## config.mk

```make
export PLATFORM = sky130hd
export DESIGN_NAME = alu_execute_stage
export DESIGN_NICKNAME = d
export VERILOG_FILES = /design/src/rtl/alu_execute_stage.sv
export SDC_FILE = /design/constraint.sdc
export NUM_CORES = 1
export LEC_CHECK = 0
export ABC_CLOCK_PERIOD_IN_PS = 7600
export BUFFER_PORTS_ARGS = -buffer_cell sky130_fd_sc_hd__buf_2
export CAP_MARGIN = 20
export CELL_PAD_IN_SITES_DETAIL_PLACEMENT = 0
export CELL_PAD_IN_SITES_GLOBAL_PLACEMENT = 1
export CORE_ASPECT_RATIO = 0.5
export CORE_UTILIZATION = 42
export DETAILED_ROUTE_END_ITERATION = 6
export PLACE_DENSITY_LB_ADDON = 0.3
export SLEW_MARGIN = 20
export SYNTH_ARGS = -nofsm -noshare
export SYNTH_HDL_FRONTEND = slang
export SYNTH_SLANG_ARGS = --single-unit
```

## constraint.sdc

```tcl
create_clock -name clk -period 7.6 [get_ports clk]
set_input_delay 1.14 -clock clk [delete_from_list [all_inputs] [get_ports clk]]
set_output_delay 1.14 -clock clk [all_outputs]
set_load 0.005 [all_outputs]
```

## src/rtl/alu_execute_stage.sv

```systemverilog
// Execute stage: one-cycle ALU ops with a registered writeback pulse toward the register bank.
// Define ALU_MUL_EN to build op 111 as an iterative shift-add unsigned multiply; otherwise op 111 raises illegal.
module alu_execute_stage #(
  parameter int WIDTH     = 8,
  parameter int ADD_WIDTH = 5
) (
  input  logic                 clk,
  input  logic                 rst_n,
  input  logic                 in_valid,
  output logic                 in_ready,
  input  logic [2:0]           op,
  input  logic [WIDTH-1:0]     rs1_data,
  input  logic [WIDTH-1:0]     rs2_data,
  input  logic [ADD_WIDTH-1:0] rd,
  output logic                 wb_en,
  output logic [ADD_WIDTH-1:0] wb_reg,
  output logic [WIDTH-1:0]     wb_data,
  output logic                 zero,
  output logic                 carry,
  output logic                 busy,
  output logic                 illegal
);

  localparam logic [2:0] OP_ADD  = 3'b000;
  localparam logic [2:0] OP_SUB  = 3'b001;
  localparam logic [2:0] OP_AND  = 3'b010;
  localparam logic [2:0] OP_OR   = 3'b011;
  localparam logic [2:0] OP_XOR  = 3'b100;
  localparam logic [2:0] OP_SHL1 = 3'b101;
  localparam logic [2:0] OP_SHR1 = 3'b110;
  localparam logic [2:0] OP_MUL  = 3'b111;

  // Returns {carry, result}; bit WIDTH of the widened subtract is the unsigned borrow.
  function automatic logic [WIDTH:0] alu_calc(input logic [2:0] f,
                                              input logic [WIDTH-1:0] a,
                                              input logic [WIDTH-1:0] b);
    logic [WIDTH:0] r;
    r = '0;
    case (f)
      OP_ADD:  r = {1'b0, a} + {1'b0, b};
      OP_SUB:  r = {1'b0, a} - {1'b0, b};
      OP_AND:  r = {1'b0, a & b};
      OP_OR:   r = {1'b0, a | b};
      OP_XOR:  r = {1'b0, a ^ b};
      OP_SHL1: r = {a[WIDTH-1], a[WIDTH-2:0], 1'b0};
      OP_SHR1: r = {a[0], 1'b0, a[WIDTH-1:1]};
      default: r = '0;
    endcase
    return r;
  endfunction

  logic                 accept;
  logic                 is_mul;
  logic [WIDTH:0]       calc_p0;
  logic                 launch_p0;
  logic [WIDTH-1:0]     res_p0;
  logic                 carry_p0;
  logic [ADD_WIDTH-1:0] dest_p0;
  logic                 illegal_p0;

  assign accept  = in_valid & in_ready;
  assign is_mul  = (op == OP_MUL);
  assign calc_p0 = alu_calc(op, rs1_data, rs2_data);

`ifdef ALU_MUL_EN
  localparam int CNT_W = $clog2(WIDTH);

  typedef enum logic [1:0] {S_IDLE, S_MULT, S_WB_MUL} state_t;
  state_t state_q, state_d;

  logic [CNT_W-1:0]     mul_cnt;
  logic [2*WIDTH-1:0]   mul_a_p1;
  logic [WIDTH-1:0]     mul_b_p1;
  logic [2*WIDTH-1:0]   mul_acc_p1;
  logic [ADD_WIDTH-1:0] mul_rd_p1;
  logic [2*WIDTH-1:0]   step_acc;
  logic                 mul_done;

  always_ff @(posedge clk) begin
    if (!rst_n) state_q <= S_IDLE;
    else        state_q <= state_d;
  end

  always_comb begin
    state_d = state_q;
    case (state_q)
      S_IDLE:   if (accept && is_mul) state_d = S_MULT;
      S_MULT:   if (mul_cnt == CNT_W'(WIDTH-1)) state_d = S_WB_MUL;
      S_WB_MUL: state_d = (accept && is_mul) ? S_MULT : S_IDLE;
      default:  state_d = S_IDLE;
    endcase
  end

  // WB_MUL only carries the already-launched pulse, so the stage can accept again there.
  always_comb begin
    busy     = (state_q == S_MULT);
    in_ready = (state_q != S_MULT);
  end

  always_ff @(posedge clk) begin
    if (!rst_n)                 mul_cnt <= '0;
    else if (accept)            mul_cnt <= '0;
    else if (state_q == S_MULT) mul_cnt <= mul_cnt + 1'b1;
  end

  assign step_acc = mul_acc_p1 + (mul_b_p1[0] ? mul_a_p1 : '0);
  assign mul_done = (state_q == S_MULT) && (mul_cnt == CNT_W'(WIDTH-1));

  // ---- stage p1: multiplier operand/accumulator registers ----
  always_ff @(posedge clk) begin
    if (accept && is_mul) begin
      mul_a_p1   <= {{WIDTH{1'b0}}, rs1_data};
      mul_b_p1   <= rs2_data;
      mul_acc_p1 <= '0;
      mul_rd_p1  <= rd;
    end else if (state_q == S_MULT) begin
      mul_a_p1   <= mul_a_p1 << 1;
      mul_b_p1   <= mul_b_p1 >> 1;
      mul_acc_p1 <= step_acc;
    end
  end

  // Final step result feeds writeback directly so the pulse lands in WB_MUL.
  assign launch_p0  = (accept && !is_mul) || mul_done;
  assign res_p0     = mul_done ? step_acc[WIDTH-1:0] : calc_p0[WIDTH-1:0];
  assign carry_p0   = mul_done ? (|step_acc[2*WIDTH-1:WIDTH]) : calc_p0[WIDTH];
  assign dest_p0    = mul_done ? mul_rd_p1 : rd;
  assign illegal_p0 = 1'b0;
`else
  assign busy       = 1'b0;
  assign in_ready   = 1'b1;
  assign launch_p0  = accept && !is_mul;
  assign res_p0     = calc_p0[WIDTH-1:0];
  assign carry_p0   = calc_p0[WIDTH];
  assign dest_p0    = rd;
  assign illegal_p0 = accept && is_mul;
`endif

  // ---- stage p0 -> writeback registers ----
  always_ff @(posedge clk) begin
    if (!rst_n) begin
      wb_en   <= 1'b0;
      wb_reg  <= '0;
      wb_data <= '0;
      zero    <= 1'b0;
      carry   <= 1'b0;
      illegal <= 1'b0;
    end else begin
      wb_en   <= launch_p0 && (dest_p0 != '0);
      illegal <= illegal_p0;
      if (launch_p0) begin
        wb_reg  <= dest_p0;
        wb_data <= res_p0;
        zero    <= (res_p0 == '0);
        carry   <= carry_p0;
      end
    end
  end

endmodule

```

==> results of run 1 <==
worst paths after layout:
check	cells past startpoint	slack (ns)	startpoint	endpoint
worst max register to register	2	6.92	wb_data[3]$_SDFFE_PN0P_	wb_data[3]$_SDFFE_PN0P_
worst min register to register	2	0.45	wb_data[0]$_SDFFE_PN0P_	wb_data[0]$_SDFFE_PN0P_
worst max-delay path	13	3.93	op[0]	zero$_SDFFE_PN0P_
worst min-delay path	2	0.45	wb_data[0]$_SDFFE_PN0P_	wb_data[0]$_SDFFE_PN0P_
synth_stat cells (2+ instances only):
library cell   n
nor2_1        16
a21oi_1       20
o211ai_1       4
a211oi_1       4
buf_6          2
buf_2          4
nand2_1       30
o22ai_1        2
dfxtp_1       17
o21ai_0        8
o21ai_1        4
nand2b_1       4
a31oi_1        5
clkbuf_1       3
nor3_1         6
mux2i_1        6
conb_1         2
ha_1          25
xnor2_1        9
and3_1         2
nor2b_1        2
inv_1         19
nand3_1        3
o31ai_1        4
buf_4          4
worst min-delay path: stages (launching register included):
cell	delay, ns
dfxtp_1	0.31
nand2_1	0.05
a21oi_1	0.05
per-layer routing:
metal  up-vias  part of all wire  track usage  wire, µm
li1        891                 -            -         -
met1       758              0.55        0.350      2500
met2        63              0.39        0.277      1760
met3         2             0.064       0.0189       290
met4         0            0.0037       0.0505        17
met5         -                 0            0         0
through the flow:
| stage | util | worst slack [ns] | cell area, µm² | hold slack, ns |
|---|---|---|---|---|
| 2_1_floorplan | - | 4.23 | 1820 | 0.453 |
| 3_3_place_gp | 0.502 | 3.74 | 2020 | 0.442 |
| 3_5_place_dp | 0.502 | 3.69 | 2020 | 0.444 |
| 4_1_cts | 0.513 | 3.97 | 2060 | 0.453 |
| 5_1_grt | 0.513 | 3.66 | 2060 | 0.480 |
| 6_report | 0.513 | 3.93 | 2060 | 0.453 |
cells by family (layout without fill, tap and decap cells):
group / after synthesis / in the layout
AO/OA/AOI/OAI: 65 / 65
XOR/XNOR: 10 / 10
adder cells (fa/ha/maj): 26 / 26
buffers and inverters: 33 / 67
flip-flops: 17 / 17
multiplexers: 8 / 8
other: 2 / 2
AND/OR/NAND/NOR: 75 / 75
power by group through the flow:
| stage | logic, µW | registers (µW) | clock network [µW] |
|---|---|---|---|
| 3_5_place_dp | 114 | 100 | 0 |
| 6_report | 115 | 97.9 | 66.3 |
| 4_1_cts | 115 | 98.0 | 67.7 |
| 2_1_floorplan | 81.5 | 100 | 0 |
| 5_1_grt | 131 | 98.5 | 71.9 |
| 3_3_place_gp | 114 | 99.6 | 0 |
layout make-up:
cell class,count,area share
Clock buffer,4,0.0218
Inverter,20,0.0364
Multi-Input combinational cell,186,0.640
Sequential cell,17,0.165
Tap cell,54,0.0327
Timing Repair Buffer,43,0.104
==> summary.txt, run 1 <==
Finish
  – Max FFs per register: 8
  – Post-Layout Cell Count: between 300 and 400
  – Filler cells: roughly 420
  – Synth-to-Final Area Change: 13.4%
  – Commonest cells after routing, fill and taps aside: 43 x buf_2, 30 x nand2_1, 25 x ha_1
  – Diodes inserted: 0
  – Reg area: 340 µm²
  – Fin nets: roughly 320
  – Share of cells above drive strength 1: 0.207
  – Total area of multi-input combinational cells: about 1300 µm²
  – Most common cell after layout, fill and taps aside: buf_2

Timing
  – Max Freq: ~270 MHz
  – Max_slew headroom: 0.642
  – Max Slew Vio Count: 0
  – Worst Tran Pin Value: ~0.54 ns
  – Tcrit/Tclk final: 0.483
  – Post-layout min period: 3.67 ns
  – Setup TNS: 0 ns
  – Setup Viol. Count Final: 0
  – Unrepaired setup endpoints after global routing: false
  – Setup Skew: 0 ns
  – Final Hold Viols: 0

GRT
  – Largest net degree at the start of global routing: 30
  – Vias in the first global route: roughly 1,500
  – First-pass GRT wire length: between 7000 and 8000 µm
  – Initial antenna violation count: 0
  – Remaining global-route overflow: 0
  – Total Routing Usage GR: 0.211

Logic synthesis
  – Top cells by area, synth: dfxtp_1 19%, ha_1 17%, nand2_1 6.2%
  – Register bit total from synthesis: 17
  – Ys Warns: 0
  – Cell area after synthesis: around 1800 µm²
  – Post-synthesis async set-or-reset flop share: 0
  – Largest family of logic cells by synthesized area: compound AO/OA/AOI/OAI gates
  – Synth Area in Compound Gates: 0.246
  – Seq/Total Area, Yosys: 0.187
  – Syn Area/Cell: between 7 and 8 µm²
  – Adder-cell share of the synthesized area: 0.183
  – Synth unique cells: 56
  – Multiplexer share of the synthesized area: 0.0475
  – Mapped Nets: around 290
  – Post-synth EDFFs: 0
  – Post-Synth Simple-Gate Area: 0.197
  – Most used flip-flop cell after synthesis: dfxtp_1
  – Synth top area share: 0.187
  – Synth Area in XOR/XNOR: 0.0481
  – Syn Inst Count: about 240
  – Area leader, netlist: dfxtp_1

Setup path
  – Crit Path Max Fanout: 29
  – CP delay by family, top: compound AO/OA/AOI/OAI gates
  – Critical path's largest stage delay: between 0.4 and 0.5 ns
  – Worst setup SP type: input pin
  – CP cell instances: buf_2 > inv_2 > nor3_2 > nor2_1 > xnor2_1 > ha_1 > o21ai_1 > a21oi_1 > o22ai_1 > xor2_1 > o31ai_1 > a211oi_1 > a21o_1
  – CP max-delay cell: buf_2
  – CP required: ~7.8 ns
  – Critical path arrival: roughly 3.8 ns
  – CP endpoint kind: register
  – Crit Path Category: in2reg
  – Bufs and invs on worst path: 2

Clock network
  – CTS Buf Count: 3
  – CTS root buf: clkbuf_8
  – Insertion delay to the later sink of the worst-skew pair: approximately 0.25 ns
  – CTS clock-pin slew for the worst setup and hold paths: ~0.06 ns
  – H-tree levels: 1
  – CTS tree: built
  – Post-cts sizing count: 0
  – Clock Path Buffers: 2
  – Post-CTS Hold Fix Bufs: 0
  – Setup bufs post-CTS: 0
  – CTS sink count: 17

Floorplan
  – # rows: 16
  – Die ar.: between 4000 and 5000 µm²
  – Core area: 4020 µm²
  – Die width: roughly 95 µm
  – Die height: around 49 µm
  – Starting density of the core: 0.452
  – IO Pins: 46

Power
  – Sw power: between 90 and 100 µW
  – Seq pwr share: 0.350
  – Maximum vdd drop: between 0.06 and 0.07 mV
  – PD cells: 136 nW/µm²
  – Leakage power figure: approximately 0.00099 µW
  – Total Power: approximately 280 µW
  – Logic gate share of total power: 0.413
  – Switch share: 0.355
  – Int Power: 180 µW
  – Clk network pwr share: 0.237

Detailed routing
  – Drt pass-1 iters: 4
  – Total detailed-routing wirelength: 4570 µm
  – Drt drc: 0
  – Vias: between 1,500 and 2,000
  – Routed vias/inst: ~5.3
  – ANT nets after route: 0
  – WL/cell: 14.1 µm
  – Initial DRC Count: 73

Run status
  – Status: complete, no violations

Place
  – GPL Wtd Cong: about 0.85
  – Post-DP HPWL: 3660 µm
  – Placed Instances: 320
  – I/O Buffers: 43

Job
  – Max Cap Viol: 0

Worst hold path
  – Worst hold path class: reg2reg
No activity file was read; power rests on OpenSTA's default activity.
==> run 2: changes to the inputs <==
--- a/config.mk
+++ b/config.mk
@@ -5,13 +5,13 @@
 export SDC_FILE = /design/constraint.sdc
 export NUM_CORES = 1
 export LEC_CHECK = 0
-export ABC_CLOCK_PERIOD_IN_PS = 7600
+export ABC_CLOCK_PERIOD_IN_PS = 3320
 export BUFFER_PORTS_ARGS = -buffer_cell sky130_fd_sc_hd__buf_2
 export CAP_MARGIN = 20
 export CELL_PAD_IN_SITES_DETAIL_PLACEMENT = 0
 export CELL_PAD_IN_SITES_GLOBAL_PLACEMENT = 1
 export CORE_ASPECT_RATIO = 0.5
-export CORE_UTILIZATION = 42
+export CORE_UTILIZATION = 35
 export DETAILED_ROUTE_END_ITERATION = 6
 export PLACE_DENSITY_LB_ADDON = 0.3
 export SLEW_MARGIN = 20
==> constraint.sdc (replaced) <==
create_clock -name clk -period 3.32 [get_ports clk]
set_input_delay 0.498 -clock clk [delete_from_list [all_inputs] [get_ports clk]]
set_output_delay 0.498 -clock clk [all_outputs]
set_load 0.005 [all_outputs]
==> run 2 against run 1 <==
  * Non-clock buffer count grew 5
  * Final cell count grew 6.5%
  * Via count grew 4.1%
  * Clock skew is the same
  * Combinational power grew 130%
  * Register-to-register slack lost 4.3 ns
  * Sequential cell count is the same
==> summary.txt, run 2 (synthesis results as in run 1) <==
Detailed routing
  – WL/cell: 13.6 µm (-3.4%)
  – Routed vias/inst: 5.17 (-2.3%)
  – Initial DRC Count: 80 (+9.6%)
  – Vias: 1,784 (+4.1%)
  – Total detailed-routing wirelength: 4700 µm (+2.9%)
  – ANT nets after route: 0 (unchanged)
  – Drt drc: 0 (unchanged)
  – Drt pass-1 iters: 4 (unchanged)

Floorplan
  – Starting density of the core: 0.367 (-0.0849)
  – Core area: 4950 µm² (+23%)
  – # rows: 18 (+2)
  – Die height: 53.0 µm (+9.1%)
  – Die width: 104 µm (+9.3%)
  – Die ar.: 5510 µm² (+19%)
  – IO Pins: 46 (unchanged)

Clock network
  – Clock Path Buffers: 2 (unchanged)
  – CTS root buf: clkbuf_8
  – CTS tree: built
  – H-tree levels: 1 (unchanged)
  – Post-CTS Hold Fix Bufs: 0 (unchanged)
  – Setup bufs post-CTS: 0 (unchanged)
  – Insertion delay to the later sink of the worst-skew pair: 0.24 ns (about the same)
  – CTS sink count: 17 (unchanged)
  – Post-cts sizing count: 0 (unchanged)
  – CTS Buf Count: 3 (unchanged)
  – CTS clock-pin slew for the worst setup and hold paths: 0.06 ns (about the same)

Timing
  – Post-layout min period: 2.80 ns
  – Max_slew headroom: 0.656 (+0.0144)
  – Setup TNS: 0 ns (unchanged)
  – Max Slew Vio Count: 0 (unchanged)
  – Worst Tran Pin Value: 0.511 ns (-0.0264 ns)
  – Setup Skew: 0 ns (unchanged)
  – Final WS setup: 0.515 ns (-3.41 ns)
  – Max Freq: 357 MHz
  – Setup Viol. Count Final: 0 (unchanged)
  – Final Hold Viols: 0 (unchanged)
  – Unrepaired setup endpoints after global routing: false
  – Tcrit/Tclk final: 0.845

Setup path
  – Crit Path Max Fanout: 10 (-66%)
  – Critical path arrival: 2.95 ns (-0.87 ns)
  – Crit Path Category: in2reg
  – CP required: 3.46 ns (-4.29 ns)
  – Worst setup SP type: input pin
  – CP endpoint kind: register

Finish
  – Synth-to-Final Area Change: 16.6%
  – Max FFs per register: 8 (unchanged)
  – Commonest cells after routing, fill and taps aside: 43 x buf_2, 30 x nand2_1, 25 x ha_1
  – Fin area: 2120 µm² (+2.8%)
  – Fin nets: 329 (+1.5%)
  – Filler cells: 519 (+23%)
  – Post-Layout Cell Count: 345 (+6.5%)
  – Most common cell after layout, fill and taps aside: buf_2
  – Diodes inserted: 0 (unchanged)
  – Share of cells above drive strength 1: 0.222 (+0.0144)

Power
  – Maximum vdd drop: 0.113 mV (+80%)
  – Leakage power figure: 0.00101 µW (+2.5%)
  – PD cells: 304 nW/µm² (+120%)

Place
  – GPL Wtd Cong: 0.865 (+1.9%)
  – Setup WS pre-CTS: 0.288 ns (-3.41 ns)
  – I/O Buffers: 43 (unchanged)
  – Post-DP HPWL: 3920 µm (+7.0%)
  – DP Area: 2080 µm² (+2.9%)
  – Placed Instances: 341 (+6.6%)

GRT
  – Vias in the first global route: 1,588 (+2.8%)
  – First-pass GRT wire length: 7670 µm (+0.54%)
  – Total Routing Usage GR: 0.180 (-0.0304)
  – Initial antenna violation count: 0 (unchanged)
  – Remaining global-route overflow: 0 (unchanged)
  – Largest net degree at the start of global routing: 16 (-47%)

Run status
  – Status: complete, no violations

Job
  – Max Cap Viol: 0 (unchanged)

Worst hold path
  – Worst hold path class: reg2reg
## run 2: changes by cell type in the layout (fill, tap and decap cells not counted), sizes merged
| cell | previous run | this run |
|---|---|---|
| buf | 43 | 48 |
## run 2: worst paths after layout
kind / startpoint / to / slack, ns / cells past startpoint
setup / recovery: op[2] / zero$_SDFFE_PN0P_ / 0.52 / 12
hold / removal: wb_reg[3]$_SDFFE_PN0P_ / wb_reg[3]$_SDFFE_PN0P_ / 0.46 / 2
setup reg to reg: zero$_SDFFE_PN0P_ / zero$_SDFFE_PN0P_ / 2.63 / 2
hold reg to reg: wb_reg[3]$_SDFFE_PN0P_ / wb_reg[3]$_SDFFE_PN0P_ / 0.46 / 2
## run 2: metal layers
metal	global-route usage	vias up	part of all wire
met1	0.259	821	0.53
met4	0.0548	0	0.0092
met5	0	-	0
met2	0.280	53	0.41
met3	0.0246	5	0.054
li1	-	905	-
## run 2: stage by stage
| stage | total power, µW | hold WS, ns | util |
|---|---|---|---|
| after global placement | 495 | 0.442 | 0.419 |
| after CTS | 651 | 0.456 | 0.428 |
| after floorplan | 416 | 0.453 | - |
| final | 644 | 0.458 | 0.428 |
| after global routing | 698 | 0.485 | 0.428 |
| after detailed placement | 497 | 0.447 | 0.419 |
## run 2: area by class of cell
type	instances	area, µm²	share of cell area
multi-input combinational	186	1320	0.622
sequential	17	340	0.160
timing repair buffer	48	253	0.119
tap	70	87.6	0.0413
inverter	20	75.1	0.0354
clock buffer	4	45.0	0.0212
## run 2: worst max-delay path, cell delays in order
cell and delay, ns:
buf_2 0.17, nor2_2 0.30, nand2_1 0.16, mux2i_1 0.29, ha_1 0.29, nand2b_1 0.09, a21oi_1 0.09, o22ai_1 0.33
xor2_1 0.11, o31ai_1 0.36, a211oi_1 0.09, a21o_1 0.17
## run 2: power by group
part           internal, µW  switching [µW]  total [µW]
clock network          85.0            65.8         151
registers               218            6.52         224
logic                   114             155         269
==> run 3: changes to the inputs <==
--- a/config.mk
+++ b/config.mk
@@ -5,13 +5,13 @@
 export SDC_FILE = /design/constraint.sdc
 export NUM_CORES = 1
 export LEC_CHECK = 0
-export ABC_CLOCK_PERIOD_IN_PS = 3320
+export ABC_CLOCK_PERIOD_IN_PS = 2800
 export BUFFER_PORTS_ARGS = -buffer_cell sky130_fd_sc_hd__buf_2
 export CAP_MARGIN = 20
 export CELL_PAD_IN_SITES_DETAIL_PLACEMENT = 0
 export CELL_PAD_IN_SITES_GLOBAL_PLACEMENT = 1
 export CORE_ASPECT_RATIO = 0.5
-export CORE_UTILIZATION = 35
+export CORE_UTILIZATION = 39
 export DETAILED_ROUTE_END_ITERATION = 6
 export PLACE_DENSITY_LB_ADDON = 0.3
 export SLEW_MARGIN = 20
==> constraint.sdc (replaced) <==
create_clock -name clk -period 2.8 [get_ports clk]
set_input_delay 0.42 -clock clk [delete_from_list [all_inputs] [get_ports clk]]
set_output_delay 0.42 -clock clk [all_outputs]
set_load 0.005 [all_outputs]
==> run 3 against run 2 <==
  * Clock skew is the same
  * Sequential share of layout area shrank 0.33 points
  * Global-route usage grew 2.4 points
  * Combinational power grew 24%
  * First-iteration DRC count is the same
  * Clock power grew 20%
  * Hold slack lost 0.045 ns
  * Largest cell class unchanged
  * Die area shrank 10%
  * Via count is essentially flat
  * Critical endpoint is now wb_data[5]$_SDFFE_PN0P_
  * Wire length grew 0.11%
==> summary.txt, run 3 (synthesis results as in run 1) <==
Finish
  – Post-Layout Cell Count: 340 (-1.4%)
  – Most common cell after layout, fill and taps aside: buf_2
  – Max FFs per register: 8 (unchanged)
  – Commonest cells after routing, fill and taps aside: 43 x buf_2, 30 x nand2_1, 25 x ha_1
  – Synth-to-Final Area Change: 19.1%
  – Fin nets: 337 (+2.4%)
  – Share of cells above drive strength 1: 0.247 (+0.0255)
  – Diodes inserted: 0 (unchanged)

Floorplan
  – Die width: 98.6 µm (-5.2%)
  – IO Pins: 46 (unchanged)
  – Core area: 4450 µm² (-10%)
  – Starting density of the core: 0.409 (+0.0421)
  – Die ar.: 4960 µm² (-10%)
  – # rows: 17 (-1)
  – Die height: 50.3 µm (-5.1%)

Setup path
  – CP required: 2.99 ns (-0.47 ns)
  – Reg-to-reg startpoint: zero$_SDFFE_PN0P_
  – CP Launch Point: op[1]
  – Worst setup SP type: input pin
  – CP endpoint kind: register
  – Crit Path Max Fanout: 8 (-2)
  – Critical path arrival: 2.70 ns (-0.25 ns)
  – Crit Path Category: in2reg

GRT
  – Remaining global-route overflow: 0 (unchanged)
  – First-pass GRT wire length: 7980 µm (+4.0%)
  – Initial antenna violation count: 0 (unchanged)
  – Largest net degree at the start of global routing: 15 (-1)
  – Vias in the first global route: 1,646 (+3.7%)
  – Total Routing Usage GR: 0.204 (+0.0240)

Detailed routing
  – WL/cell: 13.8 µm (+1.6%)
  – Vias: 1,783 (-0.056%)
  – Routed vias/inst: 5.24 (+1.4%)
  – Total detailed-routing wirelength: 4700 µm (+0.11%)
  – Initial DRC Count: 80 (unchanged)
  – ANT nets after route: 0 (unchanged)
  – Drt drc: 0 (unchanged)
  – Drt pass-1 iters: 4 (unchanged)

Clock network
  – Insertion delay to the later sink of the worst-skew pair: 0.25 ns (about the same)
  – Clock Path Buffers: 2 (unchanged)
  – Setup bufs post-CTS: 0 (unchanged)
  – CTS sink count: 17 (unchanged)
  – CTS Buf Count: 3 (unchanged)
  – CTS tree: built
  – CTS root buf: clkbuf_8
  – Post-cts sizing count: 0 (unchanged)
  – Post-CTS Hold Fix Bufs: 0 (unchanged)
  – CTS clock-pin slew for the worst setup and hold paths: 0.07 ns (about the same)
  – H-tree levels: 1 (unchanged)

Timing
  – Post-layout min period: about 2.5 ns
  – Final Hold Viols: 0 (unchanged)
  – Max Slew Vio Count: 0 (unchanged)
  – Unrepaired setup endpoints after global routing: false
  – Setup Skew: 0 ns (unchanged)
  – Tcrit/Tclk final: 0.897
  – Setup Viol. Count Final: 0 (unchanged)
  – Max Freq: roughly 400 MHz
  – Setup TNS: 0 ns (unchanged)

Worst hold path
  – Start point of the worst min-delay path: rd[4]
  – Worst hold path class: in2reg

Place
  – Post-DP HPWL: 3900 µm (-0.55%)
  – I/O Buffers: 43 (unchanged)
  – GPL Wtd Cong: 0.853 (-1.4%)
  – Placed Instances: 336 (-1.5%)

Job
  – Max Cap Viol: 0 (unchanged)

Run status
  – Status: complete, no violations

Power
  – PD cells: 360 nW/µm² (+18%)
  – Leakage power figure: 0.00106 µW (+4.2%)
  – Maximum vdd drop: 0.151 mV (+33%)
-- run 3: changes by cell type in the layout (fill, tap and decap cells not counted), sizes merged --
cell,change
clkinv,+1
clkbuf,-1
buf,+8
-- run 3: metrics by stage --
| step | instance area, µm² | hold slack (ns) | util | worst slack [ns] | total power (µW) |
|---|---|---|---|---|---|
| floorplan | 1820 | 0.453 | - | 0.151 | 494 |
| global placement | 2120 | 0.440 | 0.477 | 0.0491 | 598 |
| detailed placement | 2120 | 0.446 | 0.477 | 0.0452 | 602 |
| CTS | 2170 | 0.408 | 0.487 | 0.298 | 784 |
| global route | 2170 | 0.421 | 0.487 | 0.0749 | 842 |
| finish | 2170 | 0.413 | 0.487 | 0.288 | 779 |
-- run 3: power by group --
group          switching (µW)  internal (µW)
Combinational             189            144
Sequential               6.97            258
Clock                    82.0           98.6
-- run 3: worst max-delay path: stages --
cell	delay, ns
buf_2	0.15
nor3_2	0.25
nor2_1	0.09
xnor2_1	0.13
ha_1	0.35
o21ai_1	0.09
a21oi_1	0.21
o22ai_1	0.18
xor2_1	0.17
o31ai_1	0.34
buf_4	0.17
mux2i_1	0.06
nor2_1	0.09
-- run 3: layout make-up --
cell class | instances | area, µm²
Inverter | 20 | 75.1
Sequential cell | 17 | 340
Clock inverter | 1 | 5.00
Multi-Input combinational cell | 186 | 1320
Fill cell | 459 | 2280
Clock buffer | 3 | 41.3
Tap cell | 57 | 71.3
Timing Repair Buffer | 56 | 313
-- run 3: worst paths after layout --
check	end	slack, ns	cells past startpoint
worst max-delay path	wb_data[5]$_SDFFE_PN0P_	0.29	13
worst max register to register	zero$_SDFFE_PN0P_	2.11	2
worst min register to register	wb_reg[4]$_SDFFE_PN0P_	0.46	2
worst min-delay path	wb_reg[4]$_SDFFE_PN0P_	0.41	3
-- run 3: per-layer routing --
layer | wire length [µm] | global-route usage | part of all wire
met3 | 234 | 0.0209 | 0.050
met5 | 0 | 0 | 0
met1 | 2460 | 0.293 | 0.52
met4 | 55 | 0.0597 | 0.012
met2 | 1960 | 0.324 | 0.42
